--- config.mk ---
export PLATFORM = sky130hd
export DESIGN_NAME = seg7_display_reader_flat
export DESIGN_NICKNAME = d
export VERILOG_FILES = /design/src/rtl/seg7_display_reader_pkg.sv /design/src/rtl/seg7_display_reader_if.sv /design/src/rtl/seg7_display_reader_to_hex.sv /design/src/rtl/seg7_display_reader.sv /design/src/flat_wrapper.sv
export SDC_FILE = /design/constraint.sdc
export NUM_CORES = 1
export LEC_CHECK = 0
export ABC_AREA = 1
export BUFFER_PORTS_ARGS = -buffer_cell sky130_fd_sc_hd__buf_4
export CORE_UTILIZATION = 60
export DETAILED_ROUTE_END_ITERATION = 10
export PLACE_DENSITY = 0.92
export SYNTH_ARGS = -nofsm -noshare
export SYNTH_HDL_FRONTEND = slang
export SYNTH_SLANG_ARGS = --single-unit
--- constraint.sdc ---
create_clock -name clk -period 2.8 [get_ports clk]
set_input_delay 0.56 -clock clk [delete_from_list [all_inputs] [get_ports clk]]
set_output_delay 0.56 -clock clk [all_outputs]
set_load 0.005 [all_outputs]
--- src/rtl/seg7_display_reader_pkg.sv ---
// seg7_pkg: glyph table shared by the display encoder and reader, the FSM
// state type and a one-hot helper.
package seg7_pkg;

    typedef logic [6:0] seg_t;   // {g,f,e,d,c,b,a}, active-high

    localparam seg_t SEG_0     = 7'h3F;
    localparam seg_t SEG_1     = 7'h06;
    localparam seg_t SEG_2     = 7'h5B;
    localparam seg_t SEG_3     = 7'h4F;
    localparam seg_t SEG_4     = 7'h66;
    localparam seg_t SEG_5     = 7'h6D;
    localparam seg_t SEG_6     = 7'h7D;
    localparam seg_t SEG_7     = 7'h07;
    localparam seg_t SEG_8     = 7'h7F;
    localparam seg_t SEG_9     = 7'h6F;
    localparam seg_t SEG_A     = 7'h77;
    localparam seg_t SEG_B     = 7'h7C;
    localparam seg_t SEG_C     = 7'h39;
    localparam seg_t SEG_D     = 7'h5E;
    localparam seg_t SEG_E     = 7'h79;
    localparam seg_t SEG_F     = 7'h71;
    localparam seg_t SEG_BLANK = 7'h00;

    typedef enum logic [1:0] {WAIT, DWELL, HELD} state_t;

    // Digit enables are zero-extended to 8 bits (NUM_DIGITS <= 8).
    function automatic logic is_onehot8(input logic [7:0] v);
        return (v != 8'd0) && ((v & (v - 8'd1)) == 8'd0);
    endfunction

endpackage

--- src/rtl/seg7_display_reader_if.sv ---
// Display bus plus read-back results.
//   master: display side, drives seg_in/dig_en, observes the results.
//   slave : reader, samples seg_in/dig_en, drives frame/error outputs.
interface seg7_display_reader_if #(
    parameter int NUM_DIGITS = 4
);
    logic [6:0]              seg_in;
    logic [NUM_DIGITS-1:0]   dig_en;
    logic                    frame_valid;
    logic [4*NUM_DIGITS-1:0] frame_data;
    logic [NUM_DIGITS-1:0]   blank_mask;
    logic                    err_invalid;
    logic                    err_onehot;

    modport master (
        output seg_in, dig_en,
        input  frame_valid, frame_data, blank_mask, err_invalid, err_onehot
    );

    modport slave (
        input  seg_in, dig_en,
        output frame_valid, frame_data, blank_mask, err_invalid, err_onehot
    );
endinterface

--- src/rtl/seg7_display_reader_to_hex.sv ---
// seg7_to_hex: combinational glyph decoder.
//   i_p          active-high pattern {g,f,e,d,c,b,a}
//   o_nibble     hex value (0 for blank/invalid)
//   o_is_blank   all segments off
//   o_is_invalid neither a hex glyph nor blank
module seg7_to_hex
    import seg7_pkg::*;
(
    input  seg_t       i_p,
    output logic [3:0] o_nibble,
    output logic       o_is_blank,
    output logic       o_is_invalid
);
    always_comb begin
        o_nibble     = 4'h0;
        o_is_blank   = 1'b0;
        o_is_invalid = 1'b0;
        case (i_p)
            SEG_0:     o_nibble = 4'h0;
            SEG_1:     o_nibble = 4'h1;
            SEG_2:     o_nibble = 4'h2;
            SEG_3:     o_nibble = 4'h3;
            SEG_4:     o_nibble = 4'h4;
            SEG_5:     o_nibble = 4'h5;
            SEG_6:     o_nibble = 4'h6;
            SEG_7:     o_nibble = 4'h7;
            SEG_8:     o_nibble = 4'h8;
            SEG_9:     o_nibble = 4'h9;
            SEG_A:     o_nibble = 4'hA;
            SEG_B:     o_nibble = 4'hB;
            SEG_C:     o_nibble = 4'hC;
            SEG_D:     o_nibble = 4'hD;
            SEG_E:     o_nibble = 4'hE;
            SEG_F:     o_nibble = 4'hF;
            SEG_BLANK: o_is_blank = 1'b1;
            default:   o_is_invalid = 1'b1;
        endcase
    end
endmodule

--- src/rtl/seg7_display_reader.sv ---
// seg7_display_reader: reads back a multiplexed seven-segment display.
// Each digit's (select, pattern) must be seen unchanged for STABLE_CYCLES
// consecutive samples before it is decoded and captured; once every digit
// has been captured a frame is published.
//   clk, rst       clock, async active-high reset
//   bus (slave)    seg_in/dig_en in; frame_valid, frame_data, blank_mask,
//                  err_invalid, err_onehot out (all registered)
module seg7_display_reader
    import seg7_pkg::*;
#(
    parameter int NUM_DIGITS     = 4,
    parameter int STABLE_CYCLES  = 4,
    parameter int SEG_ACTIVE_LOW = 1
) (
    input  logic                  clk,
    input  logic                  rst,
    seg7_display_reader_if.slave  bus
);
    state_t                      r_state;
    logic [7:0]                  r_cnt;
    logic [NUM_DIGITS-1:0]       r_sel;
    seg_t                        r_pat;
    logic [NUM_DIGITS-1:0]       r_mask;
    logic [NUM_DIGITS-1:0][3:0]  r_digits;
    logic [NUM_DIGITS-1:0]       r_blanks;
    logic                        r_frame_valid;
    logic [4*NUM_DIGITS-1:0]     r_frame_data;
    logic [NUM_DIGITS-1:0]       r_blank_mask;
    logic                        r_err_invalid;
    logic                        r_err_onehot;

    logic [NUM_DIGITS-1:0]       w_sel;
    logic [7:0]                  w_sel8;
    seg_t                        w_pat;
    logic                        w_zero;
    logic                        w_onehot;
    logic                        w_same;
    logic                        w_capture;
    logic                        w_frame_done;
    logic [NUM_DIGITS-1:0]       w_mask_nx;
    logic [NUM_DIGITS-1:0][3:0]  w_digits_nx;
    logic [NUM_DIGITS-1:0]       w_blanks_nx;
    logic [3:0]                  w_nibble;
    logic                        w_is_blank;
    logic                        w_is_invalid;

    assign w_sel = bus.dig_en;
    assign w_pat = (SEG_ACTIVE_LOW != 0) ? ~bus.seg_in : bus.seg_in;

    always_comb begin
        w_sel8 = 8'd0;
        w_sel8[NUM_DIGITS-1:0] = w_sel;
    end

    assign w_zero   = (w_sel == '0);
    assign w_onehot = is_onehot8(w_sel8);
    assign w_same   = (w_sel == r_sel) && (w_pat == r_pat);

    // Capture fires on the sample that brings the run to STABLE_CYCLES.
    assign w_capture = (r_state == DWELL) && w_same &&
                       (r_cnt == 8'(STABLE_CYCLES - 1));

    seg7_to_hex u_dec (
        .i_p          (w_pat),
        .o_nibble     (w_nibble),
        .o_is_blank   (w_is_blank),
        .o_is_invalid (w_is_invalid)
    );

    // Digit/blank registers as they will be after this capture, so a
    // completing capture publishes its own digit in the same edge.
    always_comb begin
        w_digits_nx = r_digits;
        w_blanks_nx = r_blanks;
        for (int i = 0; i < NUM_DIGITS; i++) begin
            if (w_sel[i]) begin
                w_digits_nx[i] = w_nibble;
                w_blanks_nx[i] = w_is_blank;
            end
        end
    end

    assign w_mask_nx    = r_mask | w_sel;
    assign w_frame_done = w_capture && !w_is_invalid && (&w_mask_nx);

    always_ff @(posedge clk or posedge rst) begin
        if (rst) begin
            r_state       <= WAIT;
            r_cnt         <= 8'd0;
            r_sel         <= '0;
            r_pat         <= '0;
            r_mask        <= '0;
            r_digits      <= '0;
            r_blanks      <= '0;
            r_frame_valid <= 1'b0;
            r_frame_data  <= '0;
            r_blank_mask  <= '0;
            r_err_invalid <= 1'b0;
            r_err_onehot  <= 1'b0;
        end else begin
            r_frame_valid <= 1'b0;
            r_err_invalid <= 1'b0;
            r_err_onehot  <= 1'b0;

            // WAIT always re-evaluates; DWELL/HELD only when the sample moves.
            if (r_state != WAIT && w_same) begin
                if (r_state == DWELL) begin
                    r_cnt <= r_cnt + 8'd1;
                    if (w_capture)
                        r_state <= HELD;
                end
            end else if (w_zero) begin
                r_state <= WAIT;
                r_cnt   <= 8'd0;
            end else if (!w_onehot) begin
                r_state      <= WAIT;
                r_cnt        <= 8'd0;
                r_err_onehot <= 1'b1;
            end else begin
                r_state <= DWELL;
                r_cnt   <= 8'd1;
                r_sel   <= w_sel;
                r_pat   <= w_pat;
            end

            if (w_capture) begin
                if (w_is_invalid) begin
                    r_err_invalid <= 1'b1;
                end else begin
                    r_digits <= w_digits_nx;
                    r_blanks <= w_blanks_nx;
                    if (w_frame_done) begin
                        r_mask        <= '0;
                        r_frame_valid <= 1'b1;
                        r_frame_data  <= w_digits_nx;
                        r_blank_mask  <= w_blanks_nx;
                    end else begin
                        r_mask <= w_mask_nx;
                    end
                end
            end
        end
    end

    assign bus.frame_valid = r_frame_valid;
    assign bus.frame_data  = r_frame_data;
    assign bus.blank_mask  = r_blank_mask;
    assign bus.err_invalid = r_err_invalid;
    assign bus.err_onehot  = r_err_onehot;

endmodule

--- src/flat_wrapper.sv ---
// flat-port wrapper written by rule: the top's interface ports become plain ports
module seg7_display_reader_flat import seg7_pkg::*;
#(
    parameter int NUM_DIGITS     = 4,
    parameter int STABLE_CYCLES  = 4,
    parameter int SEG_ACTIVE_LOW = 1
)
  (clk, rst, bus_seg_in, bus_dig_en, bus_frame_valid, bus_frame_data, bus_blank_mask, bus_err_invalid, bus_err_onehot);
  seg7_display_reader_if #(.NUM_DIGITS(NUM_DIGITS)) bus_i ();
  input  logic clk;
  input  logic rst;
  input wire logic [$bits(bus_i.seg_in)-1:0] bus_seg_in;
  input wire logic [$bits(bus_i.dig_en)-1:0] bus_dig_en;
  output wire logic [$bits(bus_i.frame_valid)-1:0] bus_frame_valid;
  output wire logic [$bits(bus_i.frame_data)-1:0] bus_frame_data;
  output wire logic [$bits(bus_i.blank_mask)-1:0] bus_blank_mask;
  output wire logic [$bits(bus_i.err_invalid)-1:0] bus_err_invalid;
  output wire logic [$bits(bus_i.err_onehot)-1:0] bus_err_onehot;
  assign bus_i.seg_in = bus_seg_in;
  assign bus_i.dig_en = bus_dig_en;
  assign bus_frame_valid = bus_i.frame_valid;
  assign bus_frame_data = bus_i.frame_data;
  assign bus_blank_mask = bus_i.blank_mask;
  assign bus_err_invalid = bus_i.err_invalid;
  assign bus_err_onehot = bus_i.err_onehot;
  seg7_display_reader #(.NUM_DIGITS(NUM_DIGITS), .STABLE_CYCLES(STABLE_CYCLES), .SEG_ACTIVE_LOW(SEG_ACTIVE_LOW)) u_core (.clk(clk), .rst(rst), .bus(bus_i));
endmodule
[Word level (Yosys, flattened, before mapping)]
Cells that the tools add are included.
Storage, ports and cells
  flip-flop bits (word level): 68
  input bits: 13
  output and inout bits: 23
  logic and storage cells: 90
Cells by class
  $add $sub $neg: 2
  eq/ne operators: 22
  muxes and demuxes: 28
  bitwise operators: 5
  reduce and logical (&&, ||, !) cells: 18
Operators with widths (count)
  7-bit == test (second input constant): 12
  4-bit one-hot mux with 15 select lines: 1
  8-bit two-way mux: 3
  4-bit two-way mux: 5
  17-bit OR reduction: 1
  1-bit two-way mux: 15
  7-bit by 3-bit == test with 1-bit output (second input constant): 2
  7-bit by 6-bit == test with 1-bit output (second input constant): 2
  8-bit by 1-bit adder with 8-bit output (second input constant): 1
  4-bit by 8-bit bitwise AND with 8-bit output: 1
  8-bit by 2-bit == test with 1-bit output (second input constant): 1
  8-bit zero test: 1
  2-bit two-way mux: 4
  8-bit nonzero test: 1
  7-bit == test: 1
  1-bit logical AND: 7
  7-bit zero test: 1
  7-bit NOT: 1
  3-bit AND reduction: 2
  4-bit by 1-bit subtractor with 5-bit output (second input constant): 1
  4-bit == test: 1
  4-bit zero test: 1
  2-bit by 1-bit != test with 1-bit output (second input constant): 2
  4-bit OR: 1
  other kinds (5): 7

[Longest topological paths before layout]
  depth in word-level cells: 10
  depth in mapped cells: 14
  mapped depth without buffers: 12

[Cells and area by module]
A second synthesis with hierarchy kept.
Unflattened totals
  cells, all modules: 543
  area total of the unflattened synthesis: 3941.3 sq um
By module, submodules not included
  seg7_display_reader: instances 1, cells each 468, area each 3626.0 sq um, seq. area each 1701.6 sq um
  seg7_to_hex: instances 1, cells each 75, area each 315.3 sq um, seq. area each 0.0 sq um

[Least setup slack after synthesis]
No wires, ideal clock.
  path kind: input to register
  from: input bus_seg_in[2]
  to: register u_core.r_blank_mask[2] (netlist: u_core.bus.blank_mask[2])
  setup time: 0.118 ns
  data arrival time: 1.666 ns
  data required time: 2.682 ns
  setup slack: 1.016 ns
  cell stages on the path: 14
  path buffers: 2
  cell sequence: buf_6 > inv_4 > nand2_1 > nor2_1 > nand2_2 > nand2_2 > inv_2 > nand2_2 > nor2_4 > nand2_4 > nand3_4 > buf_6 > nand2_1 > nand2_1
On the way
  longest elaborated chain between the ends: 8
  elaborated cells on any way between the ends: 28
  those cells by class: eq/ne (17); mux (2); bitwise (1); reduce/logical (8)
RTL lines
  start: declaration: RTL line flat_wrapper.sv:12  | input wire logic [$bits(bus_i.seg_in)-1:0] bus_seg_in;
  7-bit NOT (*): RTL line seg7_display_reader.sv:48  | assign w_pat = (SEG_ACTIVE_LOW != 0) ? ~bus.seg_in : bus.seg_in;
  branches (longest 7 deep; another with 17-bit OR reduction)
  end signal: assignment: RTL line seg7_display_reader.sv:136  | r_blank_mask <= w_blanks_nx;
  end: declaration: RTL line seg7_display_reader.sv:28  | logic [NUM_DIGITS-1:0] r_blank_mask;
Mark *: on every way between the ends.
A chain may end at the register's enable or synchronous reset.

[Worst setup path after layout]
  from: register u_core.r_cnt[0]
  to: register u_core.r_frame_data[12] (netlist: u_core.bus.frame_data[12])
On the way
  longest elaborated chain between the ends: 5
RTL lines
  start: declaration: RTL line seg7_display_reader.sv:20  | logic [7:0] r_cnt;
  start signal: assignment: RTL line seg7_display_reader.sv:108  | r_cnt <= r_cnt + 8'd1;
  8-bit by 2-bit == test with 1-bit output (*): RTL line seg7_display_reader.sv:61  | (r_cnt == 8'(STABLE_CYCLES - 1));
  1-bit logical AND (*): RTL line seg7_display_reader.sv:60  | assign w_capture = (r_state == DWELL) && w_same &&
  1-bit logical AND (2 in a row): RTL line seg7_display_reader.sv:84  | assign w_frame_done = w_capture && !w_is_invalid && (&w_mask_nx);
  3-bit AND reduction (no source line) (*)
  end signal: assignment: RTL line seg7_display_reader.sv:135  | r_frame_data <= w_digits_nx;
  end: declaration: RTL line seg7_display_reader.sv:27  | logic [4*NUM_DIGITS-1:0] r_frame_data;
Every way passes the cells marked *; elsewhere a longest branch is shown, timed or not.

==> results by group <==
Clock tree
  – Total CTS buffers: 9
  – CTS resizes: 0
  – Clock root buffer: clkbuf_8
  – Clock slew at reported path FFs: 0.07 ns
  – CTS tree: built
  – Worst-skew pair later-pin latency: 0.36 ns
  – Maximum root-to-sink buffer count: 2
  – Post-CTS setup buffer count: 0
  – Depth of the CTS H-tree: 3
  – Clk sinks: 68
  – # hold bufs at CTS: 0

Critical path
  – Crit path max fanout: 43
  – Critical path class: flop to flop
  – Register-to-register setup slack: 0.79 ns
  – Top cell family by delay on the critical path: simple AND/OR/NAND/NOR gates
  – Reg2reg end: u_core.bus.frame_data[12]$_DFFE_PP0P_
  – Critical path arrival: 2.30 ns
  – CP max stage cell: nor2_8
  – Delay of the slowest critical-path stage: 0.49 ns
  – Reg2Reg Launch Point: u_core.r_cnt[0]$_DFFE_PP0P_
  – Worst path bufs/invs: 0
  – Worst Reg-to-Reg Cells: 7
  – Critical path's most frequent cell: nand2_1
  – Crit path depth: 7
  – Worst setup path endpoint: u_core.bus.frame_data[12]$_DFFE_PP0P_
  – CP Capture Type: flop
  – Worst setup SP type: flop
  – Worst EP required: 3.09 ns
  – Crit path launch: u_core.r_cnt[0]$_DFFE_PP0P_
  – Crit path cell chain: ha_1 -> nand2_1 -> nor2_1 -> nand4_4 -> nor2_8 -> nand3_1 -> nand2_1

Yosys
  – Synth unique cells: 35
  – Synth top area share: 40.7%
  – Synth Area per Inst: 7.24 sq um
  – Leading area contributor after synthesis: dfrtp_1
  – Register area share after synthesis: 40.7%
  – Mapped Area: 4180 sq um
  – Syn Inst Count: 577
  – Mapped Nets: 591
  – Synth warn: 0
  – Synth Register Bits: 68
  – Synth top area cells: dfrtp_1, nand2_1, nor2_1

Drt
  – Avg Vias per Cell: 5.42
  – Initial detailed-routing violation count: 341
  – Metal3 WL: 522 um
  – Met2 WL: 4780 um
  – Vias: 3737
  – Drt wl/cell: 13.7 um
  – First drt pass iteration count: 6
  – Uppermost layer routed: met4
  – Wl on met1: 4000 um
  – Routed WL: 9480 um
  – DRC violations left: 0
  – Final antenna-violating net count: 0

Global route
  – Total gr overflow: 0
  – Total Routing Usage GR: 28.6%
  – Initial antenna violation count: 0
  – Largest net degree at the start of global routing: 69
  – Vias in the first global route: 3547
  – First-pass GRT wire length: 16400 um

Final layout
  – Area of the multi-input gates: 2060 sq um
  – Flip-flop and latch area: 1700 sq um
  – Most common cell after layout, fill and taps aside: nand2_1
  – Net count, final: 619
  – N_diodes: 0
  – Most frequent cells in the layout: nand2_1, dfrtp_1, nor2_1, inv_1
  – Share of cells above drive strength 1: 18.4%
  – Fillers: 538
  – Area Overhead vs Synth: 10.2%

Timing
  – Minimum clock period: 2.01 ns
  – Tightest Pin Transition: 0.839 ns
  – PnR worst setup slack: 0.794 ns
  – Achievable frequency: 498 MHz
  – Clock skew: 0.00769 ns
  – Max Slew Vio Count: 0
  – Slew headroom: 44.1%
  – Final hold vios: 0
  – Final setup fails: 0
  – Crit share post-route: 71.7%
  – Setup tns final: 0 ns
  – RSZ-0062 raised after global routing: no

Pwr
  – Pwr dens: 500 nW/um^2
  – Leakage: 0.00265 uW
  – VDD IR max: 0.351 mV

Die
  – Full die area: 7300 sq um
  – Starting Density: 61.8%
  – Core Rows: 30
  – Core ar.: 6760 sq um
  – Die Wd: 85.4 um
  – Total I/O pin count: 36
  – Chip height: 85.4 um

Flow run
  – Max-Cap Viols: 0

Outcome
  – Status: complete, no violations

Placed design
  – DPL Wire Length: 6670 um
  – PortBufs: 35
  – GPL Wtd Cong: 0.906
  – Dpl ws: 0.550 ns

Hold path
  – HP Class: primary input to asynchronous set/reset pin
cell type report:
| class | count | area share [%] |
|---|---|---|
| inverters | 55 | 4.86 |
| multi-input cells | 434 | 44.8 |
| well taps | 80 | 2.17 |
| repair buffers | 37 | 6.03 |
| flip-flops and latches | 68 | 36.9 |
| clock inverters | 6 | 2.44 |
| clock buffers | 10 | 2.77 |
Yosys cell counts (all sizes together):
cell type	n
nor3b	1
xor2	3
nor2	70
a211oi	1
nand3	40
ha	1
dfrtp	68
o31ai	1
o21ai	20
buf	19
a22o	2
nand4	5
inv	55
clkbuf	1
nand2	281
or2	2
o22ai	2
nor4	1
xnor2	3
nor3	1
cell families (layout without fill, tap and decap cells):
kind of cell,count (synthesis),count (layout),share of synthesized area (%)
and+or+nand+nor,401,401,44.3
buffers and inverters,75,108,9.91
DFF,68,68,40.7
AOI/OAI and AO/OA,26,26,3.47
xor gates and xnor gates,6,6,1.26
adders and majority gates,1,1,0.299
worst register-to-register path: cells and delay by family, from the launching register on:
kind	cells	cell delay [ns]
AND/OR/NAND/NOR	6	1.32
flip-flops	1	0.41
adder cells (fa/ha/maj)	1	0.21
worst min path at each step:
stage / end / slack, ns / cells past startpoint
floorplan: u_core.r_digits[0]$_DFFE_PP0P_ / 0.44 / 2
global placement: u_core.r_digits[12]$_DFFE_PP0P_ / 0.45 / 2
detailed placement: u_core.r_digits[13]$_DFFE_PP0P_ / 0.46 / 2
CTS: u_core.r_pat[4]$_DFFE_PP0P_ / 0.46 / 2
global route: u_core.r_pat[4]$_DFFE_PP0P_ / 0.47 / 2
finish: u_core.bus.frame_valid$_DFF_PP0_ / 0.46 / 3
state kept, by name, summed over array words and instances (netlist names):
name                    cells
u_core.r_digits            16
u_core.bus.err_onehot       1
u_core.r_mask               4
u_core.r_blanks             4
u_core.bus.blank_mask       4
u_core.bus.err_invalid      1
u_core.r_sel                4
u_core.r_state              2
u_core.r_pat                7
u_core.r_cnt                8
u_core.bus.frame_data      16
u_core.bus.frame_valid      1
report_power, final:
part	leakage, uW	total [uW]	switching [uW]	internal, uW
logic	0.00161	283	198	84.8
clock network	0.000120	983	390	593
registers	0.000926	1040	26.5	1010
per-layer routing:
layer / up-vias / global-route usage [%]
met4: 0 / 12.6
met3: 22 / 5.16
met5: - / 0
li1: 1817 / -
met1: 1754 / 36.4
met2: 144 / 47.9
through the flow:
stage	cells	total power [uW]	util, %	cell area [sq um]	hold slack, ns
floorplan	577	1280	-	4180	0.442
global placement	674	1320	64.6	4370	0.453
detailed placement	674	1340	64.6	4370	0.458
CTS	690	2310	68.2	4610	0.457
global route	690	2390	68.2	4610	0.473
finish	690	2300	68.2	4610	0.457
(Power assumes the default switching activity.)
